==> src/rtl/countdown_ctrl.sv <==
// countdown_ctrl: run/pause/load sequencer for the mm:ss countdown datapath.
// Owns the 1 Hz prescaler and the control FSM. It drives the count enables, the
// load strobe, the mode and empty flags into the seconds/minutes down-counters,
// and uses their zero flags to decide minute borrows and end-of-count.
//
// Ports:
//   clk          in   system clock, all state on rising edge
//   rst_n        in   asynchronous active-low reset
//   start_pulse  in   one-cycle start/pause toggle request
//   load_pulse   in   one-cycle load-initial-value request
//   set_mode     in   level, 1 = user is editing init values
//   sec_zero     in   seconds counter == 0
//   min_zero     in   minutes counter == 0
//   sec_count_en out  decrement strobe to seconds counter
//   min_count_en out  decrement strobe to minutes counter (borrow)
//   load_n       out  active-low load strobe to both counters (registered)
//   cnt_mode     out  1 = counters track init values (registered)
//   empty        out  1 = seconds must not wrap 0 -> 59
//   running      out  state == RUN
//   done         out  state == DONE
//   state        out  FSM state code, for debug
module countdown_ctrl #(
    parameter int unsigned TICK_DIV = 100_000_000,
    parameter int unsigned PW       = 27
) (
    input  logic       clk,
    input  logic       rst_n,
    input  logic       start_pulse,
    input  logic       load_pulse,
    input  logic       set_mode,
    input  logic       sec_zero,
    input  logic       min_zero,
    output logic       sec_count_en,
    output logic       min_count_en,
    output logic       load_n,
    output logic       cnt_mode,
    output logic       empty,
    output logic       running,
    output logic       done,
    output logic [2:0] state
);

    typedef enum logic [2:0] {
        StIdle  = 3'd0,
        StRun   = 3'd1,
        StPause = 3'd2,
        StDone  = 3'd3,
        StSetup = 3'd4
    } state_e;

    state_e          r_state;
    state_e          w_state_next;
    logic [PW-1:0]   r_presc;
    logic [PW-1:0]   w_presc_next;
    logic            r_load_n;
    logic            r_cnt_mode;
    logic            w_presc_max;
    logic            w_tick;
    logic            w_both_zero;
    logic            w_load_acc;

    always_comb begin
        w_presc_max  = (r_presc == PW'(TICK_DIV - 1));
        w_tick       = (r_state == StRun) & w_presc_max;
        w_both_zero  = sec_zero & min_zero;
        w_state_next = r_state;
        w_presc_next = r_presc;
        w_load_acc   = 1'b0;

        // Priority within a cycle: load_pulse, then set_mode, then start_pulse.
        case (r_state)
            StIdle: begin
                if (load_pulse) begin
                    w_load_acc = 1'b1;
                end else if (set_mode) begin
                    w_state_next = StSetup;
                end else if (start_pulse && !w_both_zero) begin
                    w_state_next = StRun;
                    w_presc_next = '0;
                end
            end
            StRun: begin
                w_presc_next = w_presc_max ? '0 : r_presc + PW'(1);
                if (start_pulse) begin
                    w_state_next = StPause;
                end else if (w_tick && w_both_zero) begin
                    w_state_next = StDone;
                end
            end
            StPause: begin
                // Resuming keeps the held prescaler phase.
                if (load_pulse) begin
                    w_load_acc   = 1'b1;
                    w_state_next = StIdle;
                end else if (set_mode) begin
                    w_state_next = StSetup;
                end else if (start_pulse) begin
                    w_state_next = StRun;
                end
            end
            StDone: begin
                if (load_pulse) begin
                    w_load_acc   = 1'b1;
                    w_state_next = StIdle;
                end else if (set_mode) begin
                    w_state_next = StSetup;
                end else if (start_pulse) begin
                    w_state_next = StIdle;
                end
            end
            StSetup: begin
                if (!set_mode) begin
                    w_state_next = StIdle;
                end
            end
            default: begin
                w_state_next = StIdle;
                w_presc_next = '0;
            end
        endcase
    end

    always_ff @(posedge clk or negedge rst_n) begin
        if (!rst_n) begin
            r_state    <= StIdle;
            r_presc    <= '0;
            r_load_n   <= 1'b1;
            r_cnt_mode <= 1'b0;
        end else begin
            r_state    <= w_state_next;
            r_presc    <= w_presc_next;
            r_load_n   <= ~w_load_acc;
            r_cnt_mode <= (w_state_next == StSetup);
        end
    end

    // An accepted load always lands in IDLE, so no tick can coincide with load_n low.
    assign sec_count_en = w_tick;
    assign min_count_en = w_tick & sec_zero & ~min_zero;
    assign load_n       = r_load_n;
    assign cnt_mode     = r_cnt_mode;
    assign empty        = min_zero;
    assign running      = (r_state == StRun);
    assign done         = (r_state == StDone);
    assign state        = r_state;

endmodule

==> config.mk <==
export PLATFORM = sky130hd
export DESIGN_NAME = countdown_ctrl
export DESIGN_NICKNAME = d
export VERILOG_FILES = /design/src/rtl/countdown_ctrl.sv
export SDC_FILE = /design/constraint.sdc
export NUM_CORES = 1
export LEC_CHECK = 0
export CAP_MARGIN = 10
export CORE_MARGIN = 4
export CORE_UTILIZATION = 35
export DETAILED_ROUTE_END_ITERATION = 8
export PLACE_DENSITY = 0.6
export SLEW_MARGIN = 10
export SYNTH_ARGS = -nofsm -noshare
export SYNTH_HDL_FRONTEND = slang
export SYNTH_SLANG_ARGS = --single-unit
==> constraint.sdc <==
create_clock -name clk -period 4.95 [get_ports clk]
set_clock_uncertainty 0.15 [all_clocks]
set_input_delay 0.7425 -clock clk [delete_from_list [all_inputs] [get_ports clk]]
set_output_delay 0.7425 -clock clk [all_outputs]
set_load 0.05 [all_outputs]
==> key figures <==
Clock tree
  – Clock-pin slew on the worst setup and hold paths: around 0.07 ns
  – Worst skew pair latency: about 0.28 ns
  – CTS tree: built
  – Clk sink count: 32
  – PostCTS Resize Cnt: 0
  – Clock buffer count from CTS: 5
  – # H-tree levels: 2
  – Clock buffer depth: 2
  – Hold buffers post-CTS: 0
  – CTS Root Cell: clkbuf_8
  – Post-CTS setup buffers: 0

Power and ir drop
  – Worst VDD drop: between 0.1 and 0.15 mV
  – Overall Power: between 0.6 and 0.7 mW
  – Pwr/cell area: between 200 and 300 nW/µm²
  – Leak: ~0.87 nW

Floorplan
  – Ports: 17
  – Core box area: around 5000 µm²
  – Die area: 6500 µm²
  – Die height: 80.6 µm
  – Row cnt: 26
  – Die W: around 80 µm
  – Initial Util: a little over a third

Placed design
  – Post-placement cell count: 274
  – IO Port Bufs: 16
  – Placement Setup Slack: 1.45 ns
  – Routability Congestion: roughly 0.76
  – Detailed placement HPWL: 2670 µm

Critical path
  – R2R Path Start: r_presc[0]
  – R2r endpoint: r_presc[20]
  – Worst-case reg-to-reg path depth: 6
  – R2R Setup Slk: approximately 2.5 ns
  – Slowest stage cell, crit path: clkdlybuf4s50_1
  – Crit-path max FO: 7
  – CP Data Required Time: 4.06 ns
  – Critical Path Source Type: register
  – Type of element capturing the critical path: output port
  – Crit Path Category: register to output port
  – Data arrival, critical path: just under 3 ns
  – Critical path, cell by cell: ha_1 > nand4_2 > or4_4 > nor2_1 > nand2_1 > nor3b_1 > clkdlybuf4s50_1
  – Worst stage delay on the critical path: 0.83 ns

GRT
  – Largest net degree at the start of global routing: 33
  – Total GRT Usage: a little over an eighth
  – Initial antenna violation count: 0
  – Vias in the first global route: between 1000 and 1500
  – Global-route wire length before repair: ~6700 µm
  – Total gr overflow: 0

STA
  – Max-slew violation count: 0
  – Setup_tns: 0 ns
  – Max frequency: approximately 260 MHz
  – Final setup margin: 1.11 ns
  – Post-layout minimum cycle time: roughly 3.8 ns
  – Tcrit/Tclk final: slightly below 80%
  – Final Hold Fails: 0
  – Slew of the pin with the lowest slew margin: a little over 0.6 ns
  – RSZ-0062 raised after global routing: no
  – Headroom to the max-slew limit: about three fifths
  – Setup violators final: 0

Final layout
  – Fin cells: around 280
  – Multi-input gate area: 988 µm²
  – Number of diodes: 0
  – FILL cells: 529
  – Layout cells sized above 1: just under 10%
  – Layout Area Growth over Synthesis: 17.9%
  – Nets@finish: ~220
  – Final Core Density: a little over two fifths
  – Reg area: ~800 µm²

Synth
  – Netlist cell types: 46
  – Mapped cell area: approximately 1800 µm²
  – Seq cells post-synth: 32
  – Syn Nets: ~200
  – Number of synthesized flops with an enable pin: 0
  – Cell taking the most area after synthesis: dfrtp_1
  – Sequential share of the synthesized area: between 40% and 50%
  – Top post-synthesis cells by area: dfrtp_1 42%, xnor2_1 7.1%, nor2_1 5.1%
  – Post-synth top area share: 42.0%
  – Synth warn: 0
  – FFs w/ async S/R, synth: 100%
  – Synth Instances: between 150 and 200
  – Most frequent cells after synthesis: 31 x dfrtp_1, 25 x nor2_1, 15 x xnor2_1, 13 x nand2_1, 11 x nand3_1
  – Predominant post-synthesis flop cell: dfrtp_1
  – Syn_area_per_cell: ~9.5 µm²
  – Cell with the most instances after synthesis: dfrtp_1

Detailed routing
  – Routed WL per cell: between 10 and 15 µm
  – DRC errors left: 0
  – Post-Route WL: between 3000 and 4000 µm
  – Via count: ~1500
  – 1st-pass router iterations: 6
  – DRT antenna net count: 0
  – DR vias/cell: roughly 5.3
  – 1st-iter DRT viols: 53

Run status
  – Status: complete, no violations

Hold path
  – Cell depth of the worst hold path: 1
  – Hold path start: r_presc[25]
  – End of the worst hold path: r_presc[25]
  – HP Class: register to register

Run
  – Max Cap Viol: 0
## logic make-up (layout without fill, tap and decap cells)
logic type,count (synthesis),in the layout,share of synthesized area (%)
flops,32,32,43.5
compound gates,29,29,10.6
buf+inv,12,30,3.59
fa+ha+maj,1,1,0.678
simple gates,104,104,34.0
xor+xnor,16,16,7.59
## through the flow
stage	area (µm²)	hold slack, ns
3_5_place_dp	2070	0.373
2_1_floorplan	1850	0.297
6_report	2180	0.388
4_1_cts	2180	0.391
3_3_place_gp	2070	0.370
5_1_grt	2180	0.423
## state kept, by name, indices dropped and copies added (netlist names)
signal,cells
r_presc,27
state,3
cnt_mode,1
load_n,1
## layer usage
layer,vias up,global-route usage (%),wire length (µm),share of wire [%]
met4,0,5.57,61,1.6
met1,706,19.0,2080,54
met3,8,3.48,124,3.2
li1,746,-,-,-
met2,22,19.6,1620,42
met5,-,0,0,0
## placed cells by master, fill, tap and decap left out, types with 2 or more instances in the layout
master,count
a21oi_1,5
and4_1,5
nor4b_1,6
nand2_1,13
inv_1,4
nor4_1,10
nand3_1,11
and2_1,3
nand4_1,7
a31oi_1,3
nand2b_1,4
nor3_1,5
buf_4,2
o22ai_1,2
nor2_1,25
and3_1,2
or4_4,2
a21o_1,4
xnor2_1,15
clkbuf_8,5
dfrtp_1,31
clkdlybuf4s50_1,16
o21ai_0,7
## how the worst max path moves through the flow
stage,startpoint,slack [ns],cells past startpoint,end
after floorplan,state[1],0.96,4,min_count_en
after global placement,r_presc[0],1.47,7,min_count_en
after detailed placement,r_presc[0],1.45,7,min_count_en
after CTS,r_presc[0],1.11,7,min_count_en
after global routing,r_presc[0],0.89,7,min_count_en
final,r_presc[0],1.11,7,min_count_en
## power by group
group	total, mW	internal (mW)	switching (mW)
combinational	0.0847	0.0318	0.0529
sequential	0.304	0.278	0.0256
clock	0.246	0.149	0.0968
## layout make-up
cell class	count	area share, %
Tap cell	70	4.03
Clock inverter	2	1.61
Clock buffer	6	3.34
Inverter	4	0.690
Sequential cell	32	36.9
Multi-Input combinational cell	150	45.4
Timing Repair Buffer	18	8.05
## critical path: cells and delay by family, from the launching register on
kind                       cells  cell delay [ns]
DFF                            1             0.43
buffers and inverters          1             0.83
adders and majority gates      1             0.26
and+or+nand+nor                5             1.15
(Power assumes the default switching activity.)
